File: config.mk
export PLATFORM = sky130hd
export DESIGN_NAME = ground_rom_arbiter
export DESIGN_NICKNAME = d
export VERILOG_FILES = /design/src/rtl/ground_rom_arbiter_pkg.sv /design/src/rtl/ground_rom_arbiter_rr_pick.sv /design/src/rtl/ground_rom_arbiter.sv
export SDC_FILE = /design/constraint.sdc
export NUM_CORES = 1
export LEC_CHECK = 0
export ABC_AREA = 0
export BUFFER_PORTS_ARGS = -buffer_cell sky130_fd_sc_hd__buf_2
export CORE_MARGIN = 3
export CORE_UTILIZATION = 49
export DETAILED_ROUTE_END_ITERATION = 6
export MAX_ROUTING_LAYER = met4
export PLACE_DENSITY = 0.85
export SYNTH_ARGS = -nofsm -noshare
export SYNTH_HDL_FRONTEND = slang
export SYNTH_SLANG_ARGS = --single-unit
export TNS_END_PERCENT = 100
File: constraint.sdc
create_clock -name clk -period 9 [get_ports clk]
set_clock_uncertainty 0.2 [all_clocks]
set_input_delay 0.9 -clock clk [delete_from_list [all_inputs] [get_ports clk]]
set_output_delay 0.9 -clock clk [all_outputs]
set_load 0.005 [all_outputs]
File: src/rtl/ground_rom_arbiter_pkg.sv
// Shared constants and tag type for the ground-texture ROM arbiter.
// GROUND_ARB_LOCK_EN enables the burst-hold lock path in the arbiter.
package ground_arb_pkg;

    localparam int unsigned N_REQ    = 4;
    localparam int unsigned ADDR_W   = 14;
    localparam int unsigned RGB_W    = 12;
    localparam int unsigned ROM_LAT  = 1;
    localparam int unsigned LOCK_MAX = 128;

    // Tag index is sized for the largest legal requester count so one
    // typedef serves every parameterisation of the arbiter.
    localparam int unsigned MAX_REQ    = 8;
    localparam int unsigned TAG_IDX_W  = $clog2(MAX_REQ);
    localparam int unsigned LOCK_CNT_W = $clog2(LOCK_MAX);

    typedef struct packed {
        logic                 valid;
        logic [TAG_IDX_W-1:0] idx;
    } tag_t;

    function automatic logic [TAG_IDX_W-1:0] onehot_idx(input logic [MAX_REQ-1:0] oh);
        logic [TAG_IDX_W-1:0] idx;
        idx = '0;
        for (int unsigned i = 0; i < MAX_REQ; i++) begin
            if (oh[i]) begin
                idx = idx | TAG_IDX_W'(i);
            end
        end
        return idx;
    endfunction

endpackage

File: src/rtl/ground_rom_arbiter_rr_pick.sv
// Combinational round-robin search: first set req bit at or above start_i,
// wrapping modulo N_REQ.
module rr_pick #(
    parameter int unsigned N_REQ = ground_arb_pkg::N_REQ,
    parameter int unsigned IDX_W = $clog2(N_REQ)
) (
    input  logic [N_REQ-1:0] req_i,
    input  logic [IDX_W-1:0] start_i,
    output logic [N_REQ-1:0] gnt_o,
    output logic             found_o
);

    logic [IDX_W-1:0] idx;
    logic             hit;

    always_comb begin
        gnt_o = '0;
        hit   = 1'b0;
        idx   = '0;
        for (int unsigned k = 0; k < N_REQ; k++) begin
            idx = IDX_W'((32'(start_i) + k) % N_REQ);
            if (!hit && req_i[idx]) begin
                gnt_o[idx] = 1'b1;
                hit        = 1'b1;
            end
        end
        found_o = hit;
    end

endmodule

File: src/rtl/ground_rom_arbiter.sv
// Round-robin arbiter sharing the ground-texture ROM between draw units.
// Define GROUND_ARB_LOCK_EN to honour the per-requester burst lock.
module ground_rom_arbiter #(
    parameter int unsigned N_REQ  = ground_arb_pkg::N_REQ,
    parameter int unsigned ADDR_W = ground_arb_pkg::ADDR_W,
    parameter int unsigned RGB_W  = ground_arb_pkg::RGB_W
) (
    input  logic                     clk,
    input  logic                     rst,
    input  logic [N_REQ-1:0]         req,
    input  logic [N_REQ*ADDR_W-1:0]  req_addr,
    input  logic [N_REQ-1:0]         lock,
    output logic [N_REQ-1:0]         gnt,
    output logic [ADDR_W-1:0]        rom_addr,
    input  logic [RGB_W-1:0]         rom_rgb,
    output logic [RGB_W-1:0]         rgb_out,
    output logic [N_REQ-1:0]         rgb_valid
);

    import ground_arb_pkg::*;

    localparam int unsigned IDX_W  = $clog2(N_REQ);
    localparam int unsigned PIPE_D = ROM_LAT + 1;

    logic [IDX_W-1:0]     last_winner_q, last_winner_d;
    logic [N_REQ-1:0]     gnt_q, gnt_d;
    logic [ADDR_W-1:0]    rom_addr_q, rom_addr_d;
    logic [RGB_W-1:0]     rgb_out_q;
    logic [N_REQ-1:0]     rgb_valid_q, rgb_valid_d;
    tag_t                 tag_q [PIPE_D];
    tag_t                 tag_d;

    logic [IDX_W-1:0]     start_idx;
    logic [N_REQ-1:0]     pick_oh;
    logic                 pick_found;
    logic [N_REQ-1:0]     win_oh;
    logic                 win_found;
    logic [TAG_IDX_W-1:0] win_idx;

    always_comb begin
        start_idx = (last_winner_q == IDX_W'(N_REQ - 1)) ? '0 : last_winner_q + 1'b1;
    end

    rr_pick #(
        .N_REQ (N_REQ),
        .IDX_W (IDX_W)
    ) u_rr_pick (
        .req_i   (req),
        .start_i (start_idx),
        .gnt_o   (pick_oh),
        .found_o (pick_found)
    );

`ifdef GROUND_ARB_LOCK_EN
    logic [LOCK_CNT_W-1:0] lock_cnt_q, lock_cnt_d;
    logic                  hold;

    // Counter holds grants-so-far minus one, so the cap lands on grant LOCK_MAX.
    always_comb begin
        win_oh     = pick_oh;
        win_found  = pick_found;
        lock_cnt_d = '0;
        hold       = (|(gnt_q & req & lock)) && (lock_cnt_q != LOCK_CNT_W'(LOCK_MAX - 1));
        if (hold) begin
            win_oh     = gnt_q;
            win_found  = 1'b1;
            lock_cnt_d = lock_cnt_q + 1'b1;
        end
    end

    always_ff @(posedge clk) begin
        if (rst) begin
            lock_cnt_q <= '0;
        end else begin
            lock_cnt_q <= lock_cnt_d;
        end
    end
`else
    logic unused_lock;

    always_comb begin
        unused_lock = ^lock;
        win_oh      = pick_oh;
        win_found   = pick_found;
    end
`endif

    always_comb begin
        win_idx       = onehot_idx(MAX_REQ'(win_oh));
        gnt_d         = win_oh;
        last_winner_d = win_found ? IDX_W'(win_idx) : last_winner_q;
        rom_addr_d    = rom_addr_q;
        for (int unsigned i = 0; i < N_REQ; i++) begin
            if (win_oh[i]) begin
                rom_addr_d = req_addr[i*ADDR_W +: ADDR_W];
            end
        end
        tag_d.valid = win_found;
        tag_d.idx   = win_idx;
        rgb_valid_d = '0;
        for (int unsigned i = 0; i < N_REQ; i++) begin
            rgb_valid_d[i] = tag_q[PIPE_D-1].valid && (tag_q[PIPE_D-1].idx == TAG_IDX_W'(i));
        end
    end

    always_ff @(posedge clk) begin
        if (rst) begin
            last_winner_q <= IDX_W'(N_REQ - 1);
            gnt_q         <= '0;
            rom_addr_q    <= '0;
            rgb_out_q     <= '0;
            rgb_valid_q   <= '0;
            for (int unsigned k = 0; k < PIPE_D; k++) begin
                tag_q[k] <= '0;
            end
        end else begin
            last_winner_q <= last_winner_d;
            gnt_q         <= gnt_d;
            rom_addr_q    <= rom_addr_d;
            rgb_out_q     <= rom_rgb;
            rgb_valid_q   <= rgb_valid_d;
            tag_q[0]      <= tag_d;
            for (int unsigned k = 1; k < PIPE_D; k++) begin
                tag_q[k] <= tag_q[k-1];
            end
        end
    end

    always_comb begin
        gnt       = gnt_q;
        rom_addr  = rom_addr_q;
        rgb_out   = rgb_out_q;
        rgb_valid = rgb_valid_q;
    end

endmodule

==> results of run 1 <==
-- through the flow --
stage | utilization [%] | area [µm²]
final | 67.2 | 2800
after detailed placement | 65.1 | 2720
after floorplan | - | 2210
after CTS | 67.2 | 2800
after global routing | 67.2 | 2800
after global placement | 65.1 | 2720
-- power groups by stage --
stage / logic (W) / clock network, W / registers, W
3_5_place_dp: 0.000709 / 0 / 0.000266
2_1_floorplan: 0.000569 / 0 / 0.000268
4_1_cts: 0.000712 / 0.000118 / 0.000262
3_3_place_gp: 0.000693 / 0 / 0.000264
6_report: 0.000715 / 0.000115 / 0.000262
5_1_grt: 0.000781 / 0.000125 / 0.000268
-- worst min path at each step --
stage	startpoint	end	slack, ns	cells past startpoint
detailed placement	tag_q[0][1]	tag_q[0][5]	0.22	1
floorplan	tag_q[0][0]	tag_q[0][4]	0.21	1
finish	tag_q[0][3]	tag_q[0][7]	0.24	1
global route	tag_q[0][1]	tag_q[0][5]	0.26	1
global placement	tag_q[0][3]	tag_q[0][7]	0.22	1
CTS	tag_q[0][1]	tag_q[0][5]	0.24	1
-- routing by layer --
layer	wire, µm	part of all wire (%)	GRT usage [%]
met1	2340	41	26.3
met2	2800	49	33.4
met3	497	8.6	5.79
met4	117	2.0	8.20
met5	0	0	-
-- sequential cells by signal, summed over array words and instances, names as in the netlist --
register       flops
rom_addr          14
rgb_out           12
tag_q              6
gnt                4
rgb_valid          4
last_winner_q      2
-- cell families after synthesis --
group,count (synthesis),share of synthesized area [%]
multiplexers,6,4.99
buffers and inverters,24,4.99
AO/OA/AOI/OAI,53,22.5
AND/OR/NAND/NOR,105,25.5
adder cells (fa/ha/maj),7,3.97
flip-flops,42,38.1
-- final cells by class --
class / instances / area, µm²
Inverter: 6 / 22.5
Sequential cell: 42 / 841
Clock inverter: 2 / 13.8
Tap cell: 50 / 62.6
Timing Repair Buffer: 107 / 536
Clock buffer: 6 / 72.6
Fill cell: 342 / 1370
Multi-Input combinational cell: 171 / 1260
-- layout by cell type, fill, tap and decap left out, types with 2 or more instances in the layout --
| master | Yosys | routed |
|---|---|---|
| clkbuf_8 | 0 | 5 |
| mux2i_1 | 2 | 2 |
| dfxtp_1 | 42 | 42 |
| a311o_1 | 14 | 14 |
| o21ai_0 | 15 | 15 |
| nor2_1 | 23 | 23 |
| and2_1 | 2 | 2 |
| nand2_1 | 19 | 19 |
| ha_1 | 7 | 7 |
| a21oi_1 | 5 | 5 |
| inv_1 | 6 | 6 |
| nand3_1 | 16 | 16 |
| mux4_2 | 4 | 4 |
| nor2b_1 | 16 | 16 |
| buf_2 | 4 | 107 |
| a311oi_1 | 4 | 4 |
| nor3b_1 | 5 | 5 |
| nor3_1 | 14 | 14 |
| a311oi_2 | 10 | 10 |
==> metrics.md, run 1 <==
| Metric | Value |
|---|---|
| Status | completed |
| Switching share of total power | 46.8% |
| Synth cell types | 36 |
| # hold bufs at CTS | 0 |
| Critical Path Fanout Max | 31 |
| Dominant synthesized flop cell | dfxtp_1 |
| Synthesized area | about 0.0022 mm² |
| Vias in the first global route | about 1900 |
| Seq/Total Area, Yosys | between 30% and 40% |
| Peak Freq | 208 MHz |
| CTS tree | done |
| Final Non-Filler Cells | approximately 380 |
| Cell taking the most area after synthesis | dfxtp_1 |
| Worst-case reg-to-reg path depth | 8 |
| CP startpoint kind | flip-flop |
| Reg2reg end | rom_addr[11] |
| Starting Density | a little over half |
| GR Overflow Total | 0 |
| Antenna violations before repair | 0 |
| Critical path class | flip-flop to flip-flop |
| GP Congestion | 0.868 |
| Worst setup margin | around 4.2 ns |
| Setup Viol. Count Final | 0 |
| Largest cells by area after synthesis | dfxtp_1 38%, a311oi_2 6.8%, a311o_1 6.3% |
| CTS Sinks | 42 |
| Die Wd | around 73 µm |
| Hold_ws | between 0.2 and 0.25 ns |
| All-layer global routing usage | approximately a fifth |
| Area Growth Syn to Fin | 27.0% |
| Largest net degree at the start of global routing | 40 |
| Floorplan row count | 23 |
| Min Clock Period, post-route | 4.81 ns |
| H-tree depth | 2 |
| DRT iter0 DRCs | 76 |
| Ports | 112 |
| Pwr/cell area | about 400 mW/mm² |
| Placed Instances | about 380 |
| Post-synth top area share | between 30% and 40% |
| DIE AREA | roughly 0.0053 mm² |
| Sw power | 0.000511 W |
| Critical Path End | rom_addr[11] |
| Synth async-reset ratio | 0% |
| Clock transition at path regs | ~0.07 ns |
| Port Buffer Count | 107 |
| Maximum capacitance violations | 0 |
| Pleak | about 1.3 nW |
| Drt drc | 0 |
| Slew @ Worst Pin | 0.973 ns |
| Fin crit share | a little over half |
| Worst EP arrival | about 4.8 ns |
| Synth warnings | 0 |
| Drt pass-1 iters | 4 |
| Crit-path leading delay family | simple AND/OR/NAND/NOR gates |
| Top-count cell post-synth | dfxtp_1 |
| Core ar. | approximately 0.0042 mm² |
| CP Capture Type | flip-flop |
| Share of cells above drive strength 1 | roughly 40% |
| DR vias/cell | around 5.6 |
| Hold Path Class | flip-flop to flip-flop |
| Origin of the critical flop-to-flop path | last_winner_q[0] |
| CP max stage delay | approximately 0.8 ns |
| Crit path buf inv count | 1 |
| Post-placement setup slack | between 4 and 5 ns |
| Routed vias | 2151 |
| Clock Latency Late Sink | ~0.29 ns |
| Post-synth EDFFs | 0 |
| Required time worst endpoint | 9.00 ns |
| Logic pwr share | 65.5% |
| Critical Path Start | last_winner_q[0] |
| Peak VDD IR | about 0.21 mV |
| Setup TNS | 0 ns |
| Root Driver | clkbuf_8 |
| RSZ-0062 raised after global routing | no |
| ANT cells | 0 |
| HPWL after DPL | approximately 4300 µm |
| Chip height | about 73 µm |
| Slew Viols, Final | 0 |
| Hold Vio Cnt, Final | 0 |
| CTS resizes | 0 |
| Final layout net count | about 420 |
| Int Pwr | 0.000581 W |
| Worst-path cell chain | inv_1, ha_1, mux4_2, nor3b_1, a221o_1, nand3_1, or2_1, a311oi_1 |
| Worst slew margin | 35.1% |
| Syn Nets | ~320 |
| Top cells by count, synth | 42 x dfxtp_1, 23 x nor2_1, 19 x nand2_1, 16 x nand3_1, 16 x nor2b_1 |
| Avg Inst Size Synth | about 9.3 µm² |
| Worst R2R Setup Slack | 4.19 ns |
| Seq pwr share | 24.0% |
| Overall Power | around 0.0011 W |
| Clock power frac | approximately a tenth |
| Syn Inst Count | about 240 |
| CTS Buffer Depth | 2 |
| Num CTS Buffers | 5 |
| Worst path depth | 8 |
| First-pass GRT wire length | between 8000 and 9000 µm |
| Routed len/inst | 15.0 µm |
| #FFs+latches synth | 42 |
| Antenna viol nets, final | 0 |
| CP max-delay cell | a221o_1 |
| Drt total wl | between 5000 and 6000 µm |
| Post-CTS Setup Bufs | 0 |
(Power assumes the default switching activity.)
==> inputs of run 2 (changes only) <==
- ABC_AREA: 0 -> 1
- CORE_UTILIZATION: 49 -> 48
- PLACE_DENSITY: 0.85 -> 0.81
- clock period: 9 -> 4.96 ns (I/O delays scaled with it)
==> run 2 against run 1 <==
Global-route usage shrank 0.64 points. Count of clock-buffer cells in the layout is 1 lower. Cell area is 14% higher. Via count is 20% higher. Clock power is 130% higher. Critical path depth grew 5. Sequential share of layout area down 3.7 points. Combinational power rose by 140%. Largest power group unchanged.
==> metrics.md, run 2 <==
| Metric | Value |
|---|---|
| Pwr/cell area | between 700 and 800 mW/mm² |
| Antenna viol nets, final | 0 |
| Hold_sp | tag_q[0][0] |
| First-pass GRT wire length | roughly 10000 µm |
| Hold Path Class | flip-flop to flip-flop |
| Worst slew margin | 61.8% |
| Syn Nets | 468 |
| Seq/Total Area, Yosys | about 33% |
| Layout fillers | ~470 |
| Largest net degree at the start of global routing | 24 |
| Worst-case reg-to-reg path depth | 13 |
| Drt total wl | 6230 µm |
| CP Capture Type | flip-flop |
| Core ar. | 0.00494 mm² |
| Critical Path Fanout Max | 16 |
| Synth cell types | 29 |
| Setup Viol. Count Final | 0 |
| Share of cells above drive strength 1 | approximately a third |
| Slew Viols, Final | 0 |
| Antenna violations before repair | 0 |
| Synth async-reset ratio | 0% |
| ANT cells | 0 |
| Logic pwr share | a little over two thirds |
| GR Overflow Total | 0 |
| Synthesized area | 0.00256 mm² |
| Largest cells by area after synthesis | dfxtp_1 33%, nand2_1 13%, nand3_1 11% |
| Worst EP arrival | between 3 and 4 ns |
| CTS tree | done |
| DIE AREA | ~0.0062 mm² |
| Reg2reg end | rom_addr[0] |
| Routed vias | 2589 |
| Most common cell after layout, fill and taps aside | buf_2 |
| Max FFs per register | 14 |
| Post-synth top area share | between 30% and 40% |
| DR vias/cell | ~4.7 |
| Status | completed |
| Overall Power | between 0.002 and 0.0025 W |
| # hold bufs at CTS | 0 |
| Clock power frac | about a tenth |
| Critical path class | flip-flop to flip-flop |
| Cell taking the most area after synthesis | dfxtp_1 |
| Fin util | between 60% and 70% |
| Switching share of total power | a little over half |
| Sw power | approximately 0.0013 W |
| Dominant synthesized flop cell | dfxtp_1 |
| Setup TNS | 0 ns |
| Drt pass-1 iters | 4 |
| Seq pwr share | about a fifth |
| H-tree depth | 2 |
| DRT iter0 DRCs | 143 |
| Num CTS Buffers | 5 |
| Root Driver | clkbuf_8 |
| Chip height | 79.0 µm |
| Port Buffer Count | 107 |
| Int Pwr | between 0.001 and 0.0015 W |
| Worst R2R Setup Slack | ~1.8 ns |
| GP Congestion | slightly above 0.9 |
| Most frequent cells in the layout | 107 x buf_2, 88 x nand2_1, 71 x inv_1 |
| Clock transition at path regs | around 0.080 ns |
| Required time worst endpoint | roughly 5 ns |
| Synth warnings | 0 |
| #FFs+latches synth | 42 |
| Top cells by count, synth | 88 x nand2_1, 71 x inv_1, 55 x nand3_1, 42 x dfxtp_1, 28 x nor2_1 |
| Top-count cell post-synth | nand2_1 |
| CTS resizes | 0 |
| Slew @ Worst Pin | roughly 0.57 ns |
| Hold path depth | 2 |
| Pleak | ~1.9 nW |
| Fin crit share | approximately 64% |
| Clock Latency Late Sink | between 0.2 and 0.3 ns |
| Die Wd | approximately 79 µm |
| Post-CTS Setup Bufs | 0 |
| Syn Inst Count | 383 |
| Min Clock Period, post-route | around 3.2 ns |
| HPWL after DPL | a little under 5000 µm |
| Hold path endpoint | tag_q[0][4] |
| Peak VDD IR | about 0.55 mV |
| Starting Density | about half |
| Hold Vio Cnt, Final | 0 |
| CP startpoint kind | flip-flop |
| Final layout net count | 569 |
| CTS Sinks | 42 |
| Drt drc | 0 |
| CTS Buffer Depth | 2 |
| RSZ-0062 raised after global routing | no |
| Floorplan row count | 25 |
| Maximum capacitance violations | 0 |
| Post-synth EDFFs | 0 |
| Origin of the critical flop-to-flop path | last_winner_q[0] |
| Peak Freq | around 320 MHz |
| All-layer global routing usage | approximately 21% |
| Ports | between 100 and 150 |
| Area Growth Syn to Fin | 24.9% |
| Routed len/inst | between 10 and 15 µm |
| Vias in the first global route | about 2300 |
| Avg Inst Size Synth | approximately 6.7 µm² |
## run 2: power by group through the flow
stage / registers [W] / logic (W) / clock network [W]
2_1_floorplan: 0.000495 / 0.00148 / 0
3_3_place_gp: 0.000493 / 0.00169 / 0
3_5_place_dp: 0.000495 / 0.00173 / 0
4_1_cts: 0.000489 / 0.00174 / 0.000265
5_1_grt: 0.000499 / 0.00198 / 0.000279
6_report: 0.000489 / 0.00175 / 0.000260
## run 2: layer usage
metal / global-route usage [%] / wire, µm / vias to the layer above
met1: 27.4 / 2690 / 1115
met5: - / 0 / -
li1: - / - / 1371
met4: 4.30 / 43 / 0
met2: 33.7 / 3000 / 99
met3: 3.51 / 496 / 4
## run 2: kinds of logic (layout without fill, tap and decap cells)
logic type | count (synthesis) | count (layout) | synth area share [%]
compound gates | 32 | 32 | 7.73
fa+ha+maj | 7 | 7 | 3.42
buf+inv | 91 | 193 | 15.2
flops | 42 | 42 | 32.9
simple gates | 211 | 211 | 40.8
## run 2: area by class of cell
type	count	area [µm²]	area share [%]
Clock buffer	5	68.8	2.16
Clock inverter	3	40.0	1.25
Inverter	78	295	9.25
Multi-Input combinational cell	250	1330	41.6
Sequential cell	42	841	26.3
Tap cell	67	83.8	2.63
Timing Repair Buffer	107	536	16.8
## run 2: worst max-delay path by stage
stage | from | slack [ns] | cells past startpoint | endpoint
floorplan | last_winner_q[0] | 2.50 | 15 | rom_addr[10]
global route | last_winner_q[0] | 1.51 | 13 | rom_addr[0]
detailed placement | last_winner_q[0] | 1.84 | 13 | rom_addr[0]
global placement | last_winner_q[0] | 1.92 | 13 | rom_addr[13]
CTS | last_winner_q[0] | 1.81 | 13 | rom_addr[0]
finish | last_winner_q[0] | 1.79 | 13 | rom_addr[0]
## run 2: stage by stage
| stage | cells | hold WS, ns | setup WS [ns] | instance area [µm²] |
|---|---|---|---|---|
| floorplan | 383 | 0.188 | 2.50 | 2560 |
| global placement | 544 | 0.189 | 1.92 | 3080 |
| detailed placement | 544 | 0.195 | 1.84 | 3080 |
| CTS | 552 | 0.208 | 1.81 | 3190 |
| global route | 552 | 0.221 | 1.51 | 3190 |
| finish | 552 | 0.211 | 1.79 | 3190 |
## run 2: worst max-delay path, stage by stage (launching register included)
cell	delay [ns]
dfxtp_1	0.54
inv_2	0.13
ha_1	0.26
nor2_1	0.22
inv_1	0.09
nand3_1	0.10
nand2_2	0.10
nand3_1	0.12
nand2_2	0.07
nor2_4	0.33
nand2_4	0.23
nor2_8	0.29
nand2_4	0.21
a21oi_1	0.20
==> inputs of run 3 (changes only) <==
- ABC_AREA: 1 -> 0
- CORE_UTILIZATION: 48 -> 45
- PLACE_DENSITY: 0.81 -> 0.79
- clock period: 4.96 -> 3.31 ns (I/O delays scaled with it)
==> run 3 against run 2 <==
Hold slack worse by 0.17 ns. Combinational power up 38%. Cell area decreased by 3.4%. Cell count is 23% lower. Sequential cell count is the same. Maximum frequency is 1.7% lower. Sequential power rose by 44%. Routed wire length grew 2.8%. Count of clock-buffer cells in the layout unchanged. Core utilization rose by 3.4 points. Global-route usage rose by 1.1 points. Highest routed layer unchanged. Via count shrank 12%.
==> metrics.md, run 3 (synthesis results as in run 1) <==
| Metric | Value |
|---|---|
| Status | completed |
| Drt pass-1 iters | 4 |
| Final Non-Filler Cells | roughly 430 |
| Routed len/inst | ~15 µm |
| Placed Instances | about 400 |
| Hold Path Class | input port to flip-flop |
| Vias in the first global route | roughly 2200 |
| First-pass GRT wire length | roughly 10000 µm |
| H-tree depth | 2 |
| Chip height | ~76 µm |
| Ports | around 110 |
| Worst-case reg-to-reg path depth | 9 |
| Required time worst endpoint | 3.32 ns |
| HPWL after DPL | roughly 4700 µm |
| Port Buffer Count | approximately 110 |
| Core ar. | ~0.0045 mm² |
| Fin crit share | a little over nine tenths |
| CP Capture Type | flip-flop |
| RSZ-0062 raised after global routing | yes |
| Maximum capacitance violations | 0 |
| ANT cells | 0 |
| Slew Viols, Final | 0 |
| GR Overflow Total | 0 |
| Pwr/cell area | approximately 1100 mW/mm² |
| Crit-path leading delay family | compound AO/OA/AOI/OAI gates |
| CP startpoint kind | flip-flop |
| Antenna viol nets, final | 0 |
| Fin util | approximately two thirds |
| Antenna violations before repair | 0 |
| Clock Latency Late Sink | ~0.29 ns |
| Die Wd | ~76 µm |
| Most common cell after layout, fill and taps aside | buf_2 |
| Peak Freq | approximately 310 MHz |
| Starting Density | between 40% and 50% |
| Root Driver | clkbuf_8 |
| Floorplan row count | 24 |
| Share of cells above drive strength 1 | 46.4% |
| Worst path depth | 9 |
| # hold bufs at CTS | 0 |
| DR vias/cell | 5.31 |
| Crit path buf inv count | 2 |
| CTS Buffer Depth | 2 |
| Routed vias | between 2000 and 2500 |
| Pleak | between 1 and 1.5 nW |
| Drt drc | 0 |
| DIE AREA | between 0.005 and 0.006 mm² |
| Max FFs per register | 14 |
| Worst slew margin | a little under half |
| Num CTS Buffers | 5 |
| Drt total wl | 6410 µm |
| Critical Path Fanout Max | 8 |
| DRT iter0 DRCs | between 80 and 90 |
| CTS Sinks | 42 |
| All-layer global routing usage | 21.9% |
| Min Clock Period, post-route | ~3.2 ns |
| Final layout net count | 446 |
| Worst-path cell chain | inv_1, ha_1, mux4_2, buf_4, nor3b_4, a221o_1, o21ai_0, a311o_1, a311oi_2 |
| Clock transition at path regs | around 0.080 ns |
| Critical path class | flip-flop to flip-flop |
| CP max stage delay | around 0.62 ns |
| Peak VDD IR | just over 0.9 mV |
| Worst EP arrival | around 3.2 ns |
| Setup Viol. Count Final | 0 |
| GP Congestion | ~0.84 |
| Slew @ Worst Pin | 0.782 ns |
| Most frequent cells in the layout | 107 x buf_2, 41 x dfxtp_1, 25 x buf_4 |
| Area Growth Syn to Fin | 39.8% |
| Hold path depth | 2 |
| Largest net degree at the start of global routing | 40 |
| Hold Vio Cnt, Final | 0 |
| CP max-delay cell | mux4_2 |
| CTS tree | done |
-- run 3: cell types whose count changed in the layout (fill, tap and decap cells not counted), sizes merged, moves of 4 or more --
cell    delta
mux4       +4
a311o     +14
o21ai     +13
nand2     -78
a311oi    +14
nor3b      +6
nor2       -9
inv       -69
buf       +27
nand3     -44
a21oi     -25
nor2b     +16
nor3      +10
or2       -13
-- run 3: timing repair --
item,CTS,global route
buffers inserted,0,7
pin swaps,0,5
endpoints found under the setup margin,1,14
resized for setup,1,6
cloned,0,1
-- run 3: final timing paths --
kind	from	to	slack [ns]
max reg2reg	last_winner_q[0]	rom_addr[1]	0.08
max	last_winner_q[0]	rom_addr[1]	0.08
min reg2reg	tag_q[0][1]	tag_q[0][5]	0.25
min	rom_rgb[4]	rgb_out[4]	0.04
-- run 3: through the flow --
stage	hold WS (ns)	power [W]	area, µm²	setup slack (ns)	setup TNS, ns
after detailed placement	0.224	0.00293	2900	0.0274	0
after CTS	0.0345	0.00327	2990	0.00973	0
after global routing	0.0377	0.00367	3090	-0.0292	-0.0972
final	0.0417	0.00344	3090	0.0812	0
after global placement	0.215	0.00286	2900	0.108	0
after floorplan	0.214	0.00227	2210	0.0997	0
-- run 3: layout make-up --
cell class | count | area (µm²)
flip-flops and latches | 42 | 842
repair buffers | 134 | 754
multi-input cells | 172 | 1290
well taps | 65 | 81.3
inverters | 6 | 22.5
clock buffers | 5 | 68.8
fillers | 381 | 1450
clock inverters | 3 | 21.3
-- run 3: routing by layer --
layer	vias up	GRT usage, %	part of all wire [%]
li1	1122	-	-
met1	1055	24.8	41
met2	80	39.3	52
met3	9	3.55	5.7
met4	0	7.43	1.7
met5	-	-	0
-- run 3: power breakdown --
part           internal (W)  switching, W  total [W]
combinational       0.00110       0.00133    0.00242
sequential         0.000647     0.0000574   0.000705
clock              0.000148      0.000170   0.000317
total               0.00189       0.00155    0.00344
